[src/rtl/set_time_ctrl.sv]
// Set-time controller: captures the live BCD time, lets the user edit each field with
// buttons, clamps the day to the month length and pulses load on commit.
module set_time_ctrl #(
    parameter int unsigned BLINK_DIV = 25_000_000
) (
    input  logic        clk,
    input  logic        rst,
    input  logic [3:0]  mode,
    input  logic        button_mid,
    input  logic        button_l,
    input  logic        button_r,
    input  logic [15:0] cur_year,
    input  logic [7:0]  cur_month,
    input  logic [7:0]  cur_day,
    input  logic [7:0]  cur_hour,
    input  logic [7:0]  cur_minute,
    input  logic [7:0]  cur_sec,
    output logic [15:0] set_year,
    output logic [7:0]  set_month,
    output logic [7:0]  set_day,
    output logic [7:0]  set_hour,
    output logic [7:0]  set_minute,
    output logic [7:0]  set_sec,
    output logic        load,
    output logic        editing,
    output logic [2:0]  field_sel,
    output logic        blink
);

    localparam int unsigned CNT_W = (BLINK_DIV > 1) ? $clog2(BLINK_DIV) : 1;
    localparam logic [CNT_W-1:0] CNT_LAST = CNT_W'(BLINK_DIV - 1);
    localparam logic [2:0] FIELD_LAST = 3'd5;

    typedef enum logic [1:0] {
        IDLE   = 2'd0,
        EDIT   = 2'd1,
        COMMIT = 2'd2
    } state_t;

    state_t state, state_nxt;

    logic             mid_q, l_q, r_q;
    logic             mid_ev, l_ev, r_ev;
    logic [CNT_W-1:0] blink_cnt, cnt_nxt;
    logic             blink_nxt, load_nxt, editing_nxt;
    logic [2:0]       field_nxt;
    logic [15:0]      year_nxt;
    logic [7:0]       month_nxt, day_nxt, hour_nxt, minute_nxt, sec_nxt;
    logic [7:0]       day_max;

    // BCD increment/decrement with wrap inside [lo, hi]
    function automatic logic [7:0] bcd_step(input logic [7:0] v, input logic [7:0] lo,
                                            input logic [7:0] hi, input logic up);
        logic [7:0] res;
        if (up) begin
            if (v >= hi)               res = lo;
            else if (v[3:0] >= 4'h9)   res = {v[7:4] + 4'h1, 4'h0};
            else                       res = v + 8'h01;
        end else begin
            if (v <= lo)               res = hi;
            else if (v[3:0] == 4'h0)   res = {v[7:4] - 4'h1, 4'h9};
            else                       res = v - 8'h01;
        end
        return res;
    endfunction

    // Last day of a month; leap test on the BCD year low byte (divisible by 4)
    function automatic logic [7:0] month_days(input logic [7:0] m, input logic [7:0] y);
        logic       leap;
        logic [7:0] res;
        leap = y[4] ? (y[3:0] == 4'h2 || y[3:0] == 4'h6)
                    : (y[3:0] == 4'h0 || y[3:0] == 4'h4 || y[3:0] == 4'h8);
        case (m)
            8'h02:                      res = leap ? 8'h29 : 8'h28;
            8'h04, 8'h06, 8'h09, 8'h11: res = 8'h30;
            default:                    res = 8'h31;
        endcase
        return res;
    endfunction

    assign mid_ev  = button_mid & ~mid_q;
    assign l_ev    = button_l & ~l_q;
    assign r_ev    = button_r & ~r_q;
    assign day_max = month_days(set_month, set_year[7:0]);

    // State register
    always_ff @(posedge clk or posedge rst) begin
        if (rst) state <= IDLE;
        else     state <= state_nxt;
    end

    // Next-state logic
    always_comb begin
        state_nxt = state;
        case (state)
            IDLE:    if (mode == 4'd0 && mid_ev) state_nxt = EDIT;
            EDIT: begin
                if (mode != 4'd0)                            state_nxt = IDLE;
                else if (mid_ev && field_sel == FIELD_LAST)  state_nxt = COMMIT;
            end
            COMMIT:  state_nxt = IDLE;
            default: state_nxt = IDLE;
        endcase
    end

    // Next values for the registered outputs; blink counter clears unless counting in EDIT
    always_comb begin
        year_nxt    = set_year;
        month_nxt   = set_month;
        day_nxt     = set_day;
        hour_nxt    = set_hour;
        minute_nxt  = set_minute;
        sec_nxt     = set_sec;
        field_nxt   = field_sel;
        load_nxt    = 1'b0;
        editing_nxt = (state_nxt == EDIT);
        cnt_nxt     = '0;
        blink_nxt   = 1'b0;
        case (state)
            IDLE: begin
                if (state_nxt == EDIT) begin
                    year_nxt   = cur_year;
                    month_nxt  = cur_month;
                    day_nxt    = cur_day;
                    hour_nxt   = cur_hour;
                    minute_nxt = cur_minute;
                    sec_nxt    = cur_sec;
                    field_nxt  = 3'd0;
                end
            end
            EDIT: begin
                if (state_nxt != EDIT) begin
                    field_nxt = 3'd0;
                end else if (mid_ev) begin
                    field_nxt = field_sel + 3'd1;
                end else begin
                    if (blink_cnt == CNT_LAST) begin
                        blink_nxt = ~blink;
                    end else begin
                        cnt_nxt   = blink_cnt + CNT_W'(1);
                        blink_nxt = blink;
                    end
                    // Simultaneous l and r cancel out
                    if (l_ev ^ r_ev) begin
                        case (field_sel)
                            3'd0: year_nxt   = {8'h20, bcd_step(set_year[7:0], 8'h00, 8'h99, r_ev)};
                            3'd1: month_nxt  = bcd_step(set_month,  8'h01, 8'h12, r_ev);
                            3'd2: day_nxt    = bcd_step(set_day,    8'h01, 8'h31, r_ev);
                            3'd3: hour_nxt   = bcd_step(set_hour,   8'h00, 8'h23, r_ev);
                            3'd4: minute_nxt = bcd_step(set_minute, 8'h00, 8'h59, r_ev);
                            3'd5: sec_nxt    = bcd_step(set_sec,    8'h00, 8'h59, r_ev);
                            default: ;
                        endcase
                    end
                end
            end
            COMMIT: begin
                if (set_day > day_max) day_nxt = day_max;
                load_nxt = 1'b1;
            end
            default: ;
        endcase
    end

    // Output and button registers
    always_ff @(posedge clk or posedge rst) begin
        if (rst) begin
            mid_q      <= 1'b0;
            l_q        <= 1'b0;
            r_q        <= 1'b0;
            set_year   <= 16'h2023;
            set_month  <= 8'h01;
            set_day    <= 8'h01;
            set_hour   <= 8'h00;
            set_minute <= 8'h00;
            set_sec    <= 8'h00;
            load       <= 1'b0;
            editing    <= 1'b0;
            field_sel  <= 3'd0;
            blink      <= 1'b0;
            blink_cnt  <= '0;
        end else begin
            mid_q      <= button_mid;
            l_q        <= button_l;
            r_q        <= button_r;
            set_year   <= year_nxt;
            set_month  <= month_nxt;
            set_day    <= day_nxt;
            set_hour   <= hour_nxt;
            set_minute <= minute_nxt;
            set_sec    <= sec_nxt;
            load       <= load_nxt;
            editing    <= editing_nxt;
            field_sel  <= field_nxt;
            blink      <= blink_nxt;
            blink_cnt  <= cnt_nxt;
        end
    end

endmodule

[config.mk]
export PLATFORM = sky130hd
export DESIGN_NAME = set_time_ctrl
export DESIGN_NICKNAME = d
export VERILOG_FILES = /design/src/rtl/set_time_ctrl.sv
export SDC_FILE = /design/constraint.sdc
export NUM_CORES = 1
export LEC_CHECK = 0
export ABC_AREA = 0
export BUFFER_PORTS_ARGS = -buffer_cell sky130_fd_sc_hd__buf_2
export CAP_MARGIN = 0
export CORE_MARGIN = 2
export CORE_UTILIZATION = 64
export CTS_BUF_LIST = sky130_fd_sc_hd__clkbuf_8
export DETAILED_ROUTE_END_ITERATION = 8
export HOLD_SLACK_MARGIN = 0.06
export PLACE_DENSITY = 0.86
export SYNTH_ARGS = -nofsm -noshare
export SYNTH_HDL_FRONTEND = slang
export SYNTH_SLANG_ARGS = --single-unit
export TNS_END_PERCENT = 10
[constraint.sdc]
create_clock -name clk -period 6.8 [get_ports clk]
set_input_delay 1.02 -clock clk [delete_from_list [all_inputs] [get_ports clk]]
set_output_delay 1.02 -clock clk [all_outputs]
set_load 0.02 [all_outputs]
### After elaboration in Yosys (flattened, before gate mapping)

Index checks and enable logic that the tools add are counted.

| cells by class | value |
|---|---|
| $add $sub $neg | 26 |
| magnitude comparators | 19 |
| equality and inequality tests | 32 |
| multiplexer cells | 87 |
| bitwise operators | 8 |
| reduce and logical (&&, ||, !) cells | 25 |

Operator list:

| cell | number |
|---|---|
| $mux 8 | 56 |
| $mux 25 | 4 |
| $mux 16 | 5 |
| $pmux 8 s2 | 4 |
| $add 8x1->8 const B | 6 |
| $le 8x1->1 const B | 6 |
| $sub 8x1->8 const B | 6 |
| $pmux 16 s2 | 1 |
| $reduce_and 6->1 | 5 |
| $logic_not 4->1 | 7 |
| $add 25x1->25 const B | 1 |
| $eq 25x25->1 const B | 1 |
| $add 4x1->4 const B | 6 |
| $ge 4x4->1 const B | 6 |
| $pmux 8 s3 | 1 |
| $sub 4x1->4 const B | 6 |
| $eq 8x3->1 const B | 2 |
| $ge 8x6->1 const B | 2 |
| $ge 8x7->1 const B | 2 |
| $ne 2x1->1 const B | 6 |
| $ne 2x2->1 const B | 6 |
| $pmux 5 s2 | 1 |
| $mux 3 | 3 |
| $eq 4x3->1 const B | 2 |
| 33 further kinds | 52 |

| word-level totals | value |
|---|---|
| register bits after elaboration | 92 |

### Longest topological paths before layout

| depth | value |
|---|---|
| depth in word-level cells | 9 |
| gate-level depth with buffers | 14 |
| depth with buffers taken out | 13 |

### Worst setup path after synthesis

OpenSTA, ideal clock, no wires.

| path | value |
|---|---|
| path type | register -> register |
| from | register set_year[0] |
| to | register set_day[2] |
| setup time | 0.125 ns |
| arrival time | 2.972 ns |
| data required time | 6.675 ns |
| setup slack | 3.703 ns |
| cell stages (with the launch flop) | 15 |
| path buffers | 2 |
| cells stage by stage | dfstp_2 inv_1 ha_1 buf_2 mux2i_1 nor2_1 a311oi_1 a31oi_1 ha_1 or2_2 a31oi_1 o31ai_1 o21bai_1 buf_6 mux2_4 |

| between the ends | value |
|---|---|
| cells in the longest elaborated chain, start to end | 9 |
| elaborated cells on any way between the ends | 14 |

RTL lines:

| element | RTL line | source |
|---|---|---|
| from (decl) | 18 | `output logic [15:0] set_year,` |
| from (signal assigned) | 186 | `set_year <= year_nxt;` |
| $eq 4x3->1 or $logic_not 4->1 (tied branches) | 72 | `: (y[3:0] == 4'h0 \|\| y[3:0] == 4'h4 \|\| y[3:0] == 4'h8);` |
| $logic_or 1x1->1 (2 in series) | 72 |  |
| $mux 1 * | 71 | `leap = y[4] ? (y[3:0] == 4'h2 \|\| y[3:0] == 4'h6)` |
| $mux 1 * | 74 | `8'h02: res = leap ? 8'h29 : 8'h28;` |
| $pmux 5 s2 * | 73 | `case (m)` |
| $gt 8x8->1 * | 158 | `if (set_day > day_max) day_nxt = day_max;` |
| $ne 2x2->1 (no source line) * | - |  |
| $reduce_and 7->1 (no source line) * | - |  |
| to (signal assigned) | 188 | `set_day <= day_nxt;` |
| to (decl) | 20 | `output logic [7:0] set_day,` |

Mark *: on every way between the ends. The rest lies on a longest branch, timed or not.
A chain may end at the register's enable or synchronous reset.

### Final worst setup path

| path | value |
|---|---|
| from | register set_month[2] |
| to | register set_day[4] |

| between the ends | value |
|---|---|
| cells in the longest elaborated chain, start to end | 6 |
| elaborated cells on any way between the ends | 12 |

RTL lines:

| element | RTL line | source |
|---|---|---|
| from (decl) | 19 | `output logic [7:0] set_month,` |
| from (signal assigned) | 187 | `set_month <= month_nxt;` |
| $eq 8x3->1 (tied with other cells) | 73 |  |
| $reduce_or 4->1 | 73 |  |
| $pmux 5 s2 * | 73 |  |
| $gt 8x8->1 | 158 |  |
| $ne 2x2->1 (no source line) | - |  |
| $reduce_and 7->1 (no source line) | - |  |

Mark *: on every way between the ends. The rest lies on a longest branch, timed or not. The select of a mux whose other input is x is not followed.

==> out/metrics.cfg <==
[run_status]
status = finished, final reports clean

[logic_synthesis]
async_reset_ff_frac = 1.00
yosysWarnings = 0
avgSynthCellArea_um2 = 8.23
synth_cells = 913
synth_top_area_share = 0.287
synth-main-ff-cell = dfrtp_1
synth_edf_count = 0
syn-cell-area_um2 = 7510
yosysTopAreaCell = dfrtp_1
synth_seq_cells = 92
seq_area_frac_synth = 0.308
synthesis.nets = 1032
yosys-top-cells-area = dfrtp_1 (29%), ha_1 (9.0%), nor2_1 (4.8%)
ys_types = 79

[clocking]
cts_setup_buffers = 0
htreeDepth = 3
cts_hold_buf = 0
clk_latency_ps = 390
postCtsResizedCells = 0
clk_path_buf_depth = 2
cts_tree = done
numCtsBuffers = 9
clkSinkCount = 92
cts_root_buf = clkbuf_8
clk_pin_slew_ps = 100

[grt]
gr-total-overflow = 0
grt_pass1_vias = 6940
grt.total_usage = 0.317
antenna_found_initial = 0
grt_max_degree = 64
grt_pass1_wl_mm = 33.0

[power]
p_leak_nw = 3.69
power.total_mw = 3.75
powerDensity_nw_per_um2 = 448
ir_worst_vdd_v = 0.000288

[final_layout]
area_delta_synth_final_pct = 11.5
fin_cells = 1154
final_layout_size_suffix_gt1_frac = 0.193
diodes = 0
final_nets = 1125

[critical_path]
crit_arrival_ps = 4030
crit_path_start_kind = flip-flop
timing_worst_setup_path_type = flip-flop to flip-flop
cp.required_ps = 7090
cp_max_fo = 13
end_kind = flip-flop

[sta]
slew_viol_final = 0
layout_setup_ws_ps = 3050
max_freq_ghz = 0.267
hold_ws_ps = 513
finClkSkew_ps = 13.1
setup_viol = 0
fin_crit_ps = 3750
rsz0062_at_grt = no
timing.final.crit_share = 0.551
tightest_slew_ps = 1240
hold_violations = 0
max_slew_margin = 0.173
setup_tns_ps = 0

[drt]
wl_mm = 19.7
dr.pass1.iters = 6
drc = 0
vias_per_cell = 6.34
wire_per_inst_um = 17.1
antenna_left = 0
first_iter_violations = 553
vias = 7316

[run]
max-cap-violations = 0

[die]
core_area_um2 = 11400
die_w_um = 112
row_count = 39
start_util = 0.658
boundaryPins = 127
dieArea_um2 = 12600
fp.dieH_um = 112

[placement]
gp_congestion = 0.950
io_buffer_count = 126
hpwl_mm = 13.7
pre_cts_ws_ps = 3070
dpl.cell_count = 1138

[hold_path]
hold_class = flip-flop to flip-flop

[worst paths after layout]
path,startpoint,endpoint,slack [ps],cells past startpoint
min in group asynchronous,rst,set_year[12],610,2
max in group asynchronous,rst,set_sec[1],5050,3
max reg2reg,set_month[2],set_day[4],3050,10
max,set_month[2],set_day[4],3050,10
min reg2reg,set_year[13],set_year[13],510,2
min,set_year[13],set_year[13],510,2
[synthesized netlist by cell type (13+ instances only)]
cell and instances:
o31ai_1 14, xnor2_1 22, a21oi_1 49, nand4_1 15
o21ai_0 53, ha_1 54, buf_2 13, dfrtp_1 86
inv_1 52, nor2_1 97, nor3_1 33, and3_1 15
nand2_1 68, nor2b_1 16, o21a_1 14, clkbuf_1 30
a31oi_1 18, xor2_1 18, nand3_1 38
[where the power goes]
| part | switching, mW | internal, mW |
|---|---|---|
| logic | 1.33 | 0.880 |
| clock network | 0.212 | 0.229 |
| registers | 0.373 | 0.730 |
[metal layers]
layer  share of wire  global-route usage
met5               0                   0
met2            0.46               0.512
met3           0.072              0.0551
met1            0.44               0.427
met4           0.027               0.124
[registers in the layout, indices dropped and copies added, names as in the netlist]
register and flops:
l_q 1, state 2, set_year 16, set_month 8
set_minute 8, set_hour 8, field_sel 3, blink_cnt 25
blink 1, mid_q 1, set_day 8, r_q 1
editing 1, load 1, set_sec 8
[worst max-delay path, cell delays in order, from the launching register on]
cell      delay, ps
dfrtp_1         540
nor2_1          390
nand4_1         360
a311oi_1        540
a31oi_1         100
ha_1            300
or2_2           290
a31oi_1         170
o31ai_1         110
o21bai_1        420
mux2_4          410
[stage by stage]
| stage | area, um^2 | util |
|---|---|---|
| 2_1_floorplan | 7510 | - |
| 3_3_place_gp | 8140 | 0.713 |
| 3_5_place_dp | 8140 | 0.713 |
| 4_1_cts | 8370 | 0.733 |
| 5_1_grt | 8370 | 0.733 |
| 6_report | 8370 | 0.733 |
[cell usage in the layout, fill, tap and decap left out, drive strengths merged, types with 5 or more instances in the layout]
master / Yosys / final
nor4: 12 / 12
nor3b: 8 / 8
or4: 5 / 5
a31oi: 18 / 18
o31ai: 14 / 14
o21a: 15 / 15
nor2: 97 / 97
mux2: 8 / 8
buf: 20 / 132
nand2b: 9 / 9
o41ai: 6 / 6
nor2b: 16 / 16
nand4: 15 / 15
xnor2: 22 / 22
dfrtp: 86 / 86
o221ai: 5 / 5
a22o: 9 / 9
mux2i: 12 / 12
a21boi: 5 / 5
clkbuf: 30 / 11
and3: 16 / 16
dfstp: 6 / 6
nand2: 68 / 68
o21ai: 59 / 59
o2bb2ai: 8 / 8
a31o: 8 / 8
xor2: 18 / 18
a21oi: 49 / 49
nand3: 38 / 38
ha: 54 / 54
o22ai: 9 / 9
a22oi: 7 / 7
inv: 52 / 53
o211ai: 5 / 5
or3b: 7 / 7
a211oi: 9 / 9
nor3: 33 / 33
[final cells by class]
| type | count | area, um^2 |
|---|---|---|
| clock buffer | 11 | 151 |
| clock inverter | 5 | 82.6 |
| fill | 951 | 3050 |
| inverter | 52 | 198 |
| multi-input combinational | 719 | 4780 |
| sequential | 92 | 2310 |
| tap | 143 | 179 |
| timing repair buffer | 132 | 676 |
[cell families (layout without fill, tap and decap cells)]
logic type | count (synthesis) | in the layout | synth area share
adder cells (fa/ha/maj) | 54 | 54 | 0.0900
multiplexers | 20 | 20 | 0.0290
AO/OA/AOI/OAI | 265 | 265 | 0.244
flip-flops | 92 | 92 | 0.308
buffers and inverters | 102 | 200 | 0.0571
AND/OR/NAND/NOR | 340 | 340 | 0.226
XOR/XNOR | 40 | 40 | 0.0466
Power figures use the tool's default switching activity.
